**src/rtl/wb_rr_arbiter.sv**
```systemverilog
// Round-robin Wishbone arbiter: NUM_MASTERS masters share one slave port.
// Optional stall watchdog is built when WB_ARB_TIMEOUT_EN is defined.
module wb_rr_arbiter #(
    parameter int NUM_MASTERS    = 4,
    parameter int AW             = 32,
    parameter int DW             = 32,
    parameter int TIMEOUT_CYCLES = 1024
) (
    input  logic                        wb_clk_i,
    input  logic                        wb_rst_n_i,

    input  logic [NUM_MASTERS-1:0]      m_cyc_i,
    input  logic [NUM_MASTERS-1:0]      m_stb_i,
    input  logic [NUM_MASTERS-1:0]      m_we_i,
    input  logic [NUM_MASTERS*AW-1:0]   m_adr_i,
    input  logic [NUM_MASTERS*DW-1:0]   m_dat_i,
    input  logic [NUM_MASTERS*DW/8-1:0] m_sel_i,
    output logic [DW-1:0]               m_dat_o,
    output logic [NUM_MASTERS-1:0]      m_ack_o,
    output logic [NUM_MASTERS-1:0]      m_err_o,

    output logic                        s_cyc_o,
    output logic                        s_stb_o,
    output logic                        s_we_o,
    output logic [AW-1:0]               s_adr_o,
    output logic [DW-1:0]               s_dat_o,
    output logic [DW/8-1:0]             s_sel_o,
    input  logic [DW-1:0]               s_dat_i,
    input  logic                        s_ack_i,
    input  logic                        s_err_i,

    output logic [NUM_MASTERS-1:0]      grant_o,
    output logic                        timeout_o
);

    localparam int SW = DW / 8;
    localparam int IW = (NUM_MASTERS > 1) ? $clog2(NUM_MASTERS) : 1;
    localparam logic [NUM_MASTERS-1:0] ONE_HOT0 = {{(NUM_MASTERS-1){1'b0}}, 1'b1};

    typedef enum logic {
        IDLE  = 1'b0,
        GRANT = 1'b1
    } state_t;

    state_t                   state_reg, state_next;
    logic [NUM_MASTERS-1:0]   grant_reg, grant_next;
    logic [IW-1:0]            last_grant_reg, last_grant_next;

    logic [IW-1:0]            cand;
    logic [IW-1:0]            pick_idx;
    logic                     pick_found;
    logic                     wd_fire;

    logic [AW-1:0]            adr_masked [NUM_MASTERS];
    logic [DW-1:0]            dat_masked [NUM_MASTERS];
    logic [SW-1:0]            sel_masked [NUM_MASTERS];

    // Each master's bus fields are zeroed unless it owns the grant, so the
    // slave mux reduces to a plain OR over all masters.
    genvar gi;
    generate
        for (gi = 0; gi < NUM_MASTERS; gi++) begin : g_mask
            assign adr_masked[gi] = grant_reg[gi] ? m_adr_i[gi*AW +: AW] : '0;
            assign dat_masked[gi] = grant_reg[gi] ? m_dat_i[gi*DW +: DW] : '0;
            assign sel_masked[gi] = grant_reg[gi] ? m_sel_i[gi*SW +: SW] : '0;
        end
    endgenerate

    always_comb begin
        s_adr_o = '0;
        s_dat_o = '0;
        s_sel_o = '0;
        for (int i = 0; i < NUM_MASTERS; i++) begin
            s_adr_o = s_adr_o | adr_masked[i];
            s_dat_o = s_dat_o | dat_masked[i];
            s_sel_o = s_sel_o | sel_masked[i];
        end
    end

    // grant_reg is zero in IDLE, so these collapse to 0 there; reset clears
    // grant_reg asynchronously and s_cyc_o follows without a clock edge.
    assign s_cyc_o = |(grant_reg & m_cyc_i);
    assign s_stb_o = |(grant_reg & m_stb_i);
    assign s_we_o  = |(grant_reg & m_we_i);

    assign m_dat_o = s_dat_i;
    assign m_ack_o = grant_reg & {NUM_MASTERS{s_ack_i}};
    assign m_err_o = grant_reg & {NUM_MASTERS{s_err_i | wd_fire}};
    assign grant_o = grant_reg;

    // First requester at or after last_grant+1, wrapping around.
    always_comb begin
        cand       = '0;
        pick_found = 1'b0;
        pick_idx   = last_grant_reg;
        for (int off = 1; off <= NUM_MASTERS; off++) begin
            cand = IW'((int'(last_grant_reg) + off) % NUM_MASTERS);
            if (!pick_found && m_cyc_i[cand]) begin
                pick_found = 1'b1;
                pick_idx   = cand;
            end
        end
    end

    always_comb begin
        state_next      = state_reg;
        grant_next      = grant_reg;
        last_grant_next = last_grant_reg;
        if (state_reg == IDLE) begin
            grant_next = '0;
            if (pick_found) begin
                grant_next      = ONE_HOT0 << pick_idx;
                last_grant_next = pick_idx;
                state_next      = GRANT;
            end
        end else begin
            if (!s_cyc_o || wd_fire) begin
                grant_next = '0;
                state_next = IDLE;
            end
        end
    end

    always_ff @(posedge wb_clk_i or negedge wb_rst_n_i) begin
        if (!wb_rst_n_i) begin
            state_reg      <= IDLE;
            grant_reg      <= '0;
            last_grant_reg <= IW'(NUM_MASTERS - 1);
        end else begin
            state_reg      <= state_next;
            grant_reg      <= grant_next;
            last_grant_reg <= last_grant_next;
        end
    end

`ifdef WB_ARB_TIMEOUT_EN
    localparam int CW = $clog2(TIMEOUT_CYCLES) + 1;

    logic [CW-1:0] wd_cnt_reg, wd_cnt_next;
    logic          timeout_reg, timeout_next;

    assign wd_fire = (state_reg == GRANT) && (wd_cnt_reg == CW'(TIMEOUT_CYCLES - 1));

    // Counts only cycles where a strobe is outstanding and the slave is silent.
    always_comb begin
        wd_cnt_next  = '0;
        timeout_next = timeout_reg | wd_fire;
        if ((state_reg == GRANT) && !wd_fire && s_stb_o && !s_ack_i && !s_err_i) begin
            wd_cnt_next = wd_cnt_reg + CW'(1);
        end
    end

    always_ff @(posedge wb_clk_i or negedge wb_rst_n_i) begin
        if (!wb_rst_n_i) begin
            wd_cnt_reg  <= '0;
            timeout_reg <= 1'b0;
        end else begin
            wd_cnt_reg  <= wd_cnt_next;
            timeout_reg <= timeout_next;
        end
    end

    assign timeout_o = timeout_reg;
`else
    assign wd_fire   = 1'b0;
    assign timeout_o = 1'b0;
`endif

endmodule

```
**config.mk**
```make
export PLATFORM = sky130hd
export DESIGN_NAME = wb_rr_arbiter
export DESIGN_NICKNAME = d
export VERILOG_FILES = /design/src/rtl/wb_rr_arbiter.sv
export SDC_FILE = /design/constraint.sdc
export NUM_CORES = 1
export LEC_CHECK = 0
export ABC_AREA = 1
export BUFFER_PORTS_ARGS = -buffer_cell sky130_fd_sc_hd__buf_2
export CORE_AREA = 3 3 168 170
export DETAILED_ROUTE_END_ITERATION = 7
export DIE_AREA = 0 0 171 173
export PLACE_DENSITY = 0.37
export SLEW_MARGIN = 5
export SYNTH_ARGS = -nofsm -noshare
export SYNTH_HDL_FRONTEND = slang
export SYNTH_SLANG_ARGS = --single-unit
```
**constraint.sdc**
```tcl
create_clock -name wb_clk_i -period 2.25 [get_ports wb_clk_i]
set_clock_uncertainty 0.15 [all_clocks]
set_input_delay 0.45 -clock wb_clk_i [delete_from_list [all_inputs] [get_ports wb_clk_i]]
set_output_delay 0.45 -clock wb_clk_i [all_outputs]
set_load 0.01 [all_outputs]
```
==> flow_summary.json <==
{
  "detail-route-antenna-nets": 0,
  "cp_max_fo": 34,
  "ys_ff_latch": 7,
  "drcViolationCount": 0,
  "clk-insertion-delay-late_ns": 0.23,
  "p_leak_nw": 2.63,
  "crit_required_ns": 1.65,
  "drtIter0Drc": 145,
  "rr_startpoint": "last_grant_reg[0]",
  "reg2reg_to": "grant_o[3]",
  "fin_tns_setup_ns": 0,
  "hold_violations": 0,
  "grt_pass1_wl_um": 26600,
  "path_depth": 4,
  "clk_pin_slew_ns": 0.04,
  "timing.hold.ws_ns": 0.366,
  "met1_usage_pct": 14.2,
  "clock_sinks": 7,
  "rsz0062_at_grt": "no",
  "die-area_um2": 29600,
  "antenna_found_initial": 0,
  "root_buffer": "clkbuf_16",
  "area_growth_pct": 81.9,
  "viasPerCell": 3.84,
  "antenna_cells_inserted": 0,
  "setup.worst_path.end_class": "output port",
  "drive_gt1_share_pct": 48.1,
  "setup_viol": 0,
  "busiest_layer": "met2",
  "routedWlPerCell_um": 15.4,
  "grt_pass1_vias": 4363,
  "synth_cells": 533,
  "hold_class": "reg2reg",
  "drt_wl_total_um": 18300,
  "fin_nets": 1170,
  "worstSetupStartpoint": "grant_o[1]",
  "hold_start": "state_reg",
  "dr.pass1.iters": 5,
  "criticalPathCategory": "reg2out",
  "ir_drop_v": 0.000293,
  "final_common_cell": "buf_2",
  "num_vias": 4565,
  "synth.avg_cell_area_um2": 4.83,
  "drv_slew": 0,
  "finalCriticalPeriod_ns": 2.04,
  "rows": 60,
  "seq_area_frac_synth_pct": 6.90,
  "nFillCells": 3191,
  "grtUsageMet3_pct": 2.93,
  "dieWidth_um": 171,
  "cts_htree_levels": 1,
  "grt_max_degree": 75,
  "portBuffers": 370,
  "crit_slowest_cell": "buf_4",
  "crit_buf_inv": 2,
  "fmax_ghz": 0.490,
  "synthesis.nets": 853,
  "cts_tree": "done",
  "synthDistinctLibCells": 22,
  "cts_buffer_depth": 2,
  "grt_util_all_layers_pct": 11.4,
  "cp-endpoint": "s_adr_o[29]",
  "slowest_delay_ns": 0.38,
  "p_per_area_nw_per_um2": 826,
  "status": "complete, no violations",
  "largest_reg_flops": 4,
  "worstPathArrival_ns": 1.44,
  "power.total_mw": 3.87,
  "gp_congestion": 0.820,
  "path_cells": "buf_4 > nand2_1 > nand4_1 > buf_2",
  "globalRouteMet2Util_pct": 20.1,
  "drv_cap": 0,
  "cts_buffers": 3,
  "rr_worst_depth": 11,
  "grt_overflow": 0,
  "min_period_over_period_pct": 90.7,
  "synth_area_um2": 2570,
  "critPathTopFamily": "buffers and inverters",
  "postCtsSetupRepairBufs": 0,
  "crit_path_start_kind": "register",
  "ys_warn_count": 0,
  "core_area_um2": 26900,
  "pin_count": 436,
  "dp_hpwl_um": 15500,
  "final_cell_mix": "buf_2 (370), nand2_1 (340), nand4_1 (71), inv_1 (12), nand3_1 (9)",
  "initial_core_util_pct": 9.58,
  "r2r_slack_ns": 0.36,
  "die_h_um": 173
}
## metal layers
metal	vias up	share of wire (%)
met4	0	1.3
met1	2007	41
met3	17	8.3
met5	-	0
li1	2305	-
met2	236	49
## kinds of logic (layout without fill, tap and decap cells)
group | Yosys count | after routing | share of synthesized area (%)
simple gates | 439 | 439 | 75.1
buf+inv | 83 | 399 | 17.3
flops | 7 | 7 | 6.90
compound gates | 3 | 3 | 0.583
other cells | 1 | 1 | 0.146
## worst register-to-register path, delay by kind of cell, from the launching register on
kind	cells	cell delay, ns
buffers and inverters	1	0.13
flip-flops	1	0.65
AND/OR/NAND/NOR	10	0.84
## cell type report
| class | instances | area (um2) | share of cell area [%] |
|---|---|---|---|
| inverter | 17 | 66.3 | 1.42 |
| tap | 341 | 427 | 9.11 |
| timing repair buffer | 378 | 1980 | 42.2 |
| sequential | 7 | 183 | 3.90 |
| multi-input combinational | 443 | 1950 | 41.7 |
| clock buffer | 4 | 78.8 | 1.68 |
## through the flow
step / utilization [%] / cell area [um2] / setup WS [ns] / instances
2_1_floorplan: - / 2570 / 0.496 / 533
3_3_place_gp: 17.1 / 4590 / 0.365 / 1185
3_5_place_dp: 17.1 / 4590 / 0.346 / 1185
4_1_cts: 17.4 / 4680 / 0.178 / 1190
5_1_grt: 17.4 / 4680 / 0.120 / 1190
6_report: 17.4 / 4680 / 0.209 / 1190
## how the worst min path moves through the flow
stage	end	cells after the start	slack, ns
6_report	state_reg	2	0.37
5_1_grt	last_grant_reg[1]	2	0.38
4_1_cts	last_grant_reg[1]	2	0.37
3_5_place_dp	state_reg	1	0.15
3_3_place_gp	state_reg	1	0.15
2_1_floorplan	grant_o[0]	0	0.004
## synthesized netlist by cell type
| library cell | count | area (um2) |
|---|---|---|
| inv_4 | 1 | 6.26 |
| nand2_2 | 7 | 43.8 |
| buf_6 | 1 | 11.3 |
| nor2_2 | 2 | 12.5 |
| nor2_1 | 1 | 3.75 |
| dfrtp_1 | 5 | 125 |
| nand3_1 | 9 | 45.0 |
| dfstp_2 | 2 | 52.6 |
| nor2_4 | 2 | 22.5 |
| inv_2 | 3 | 11.3 |
| nand4_1 | 71 | 444 |
| conb_1 | 1 | 3.75 |
| nand3_4 | 1 | 17.5 |
| buf_4 | 33 | 248 |
| inv_1 | 12 | 45.0 |
| clkinv_1 | 1 | 3.75 |
| o21ai_1 | 1 | 5.00 |
| nand2_1 | 340 | 1280 |
| nand3_2 | 1 | 10.0 |
| clkbuf_1 | 32 | 120 |
| nand2_4 | 5 | 56.3 |
| o21ai_0 | 2 | 10.0 |
## report_power, final
group | internal [mW] | switching, mW
sequential | 0.197 | 0.0749
combinational | 1.21 | 2.08
clock | 0.237 | 0.0750
## repair_timing
item,in CTS,in global routing
gates resized for setup,0,0
endpoints found under the hold margin,5,0
hold buffers,1,0
Power figures use the tool's default switching activity.
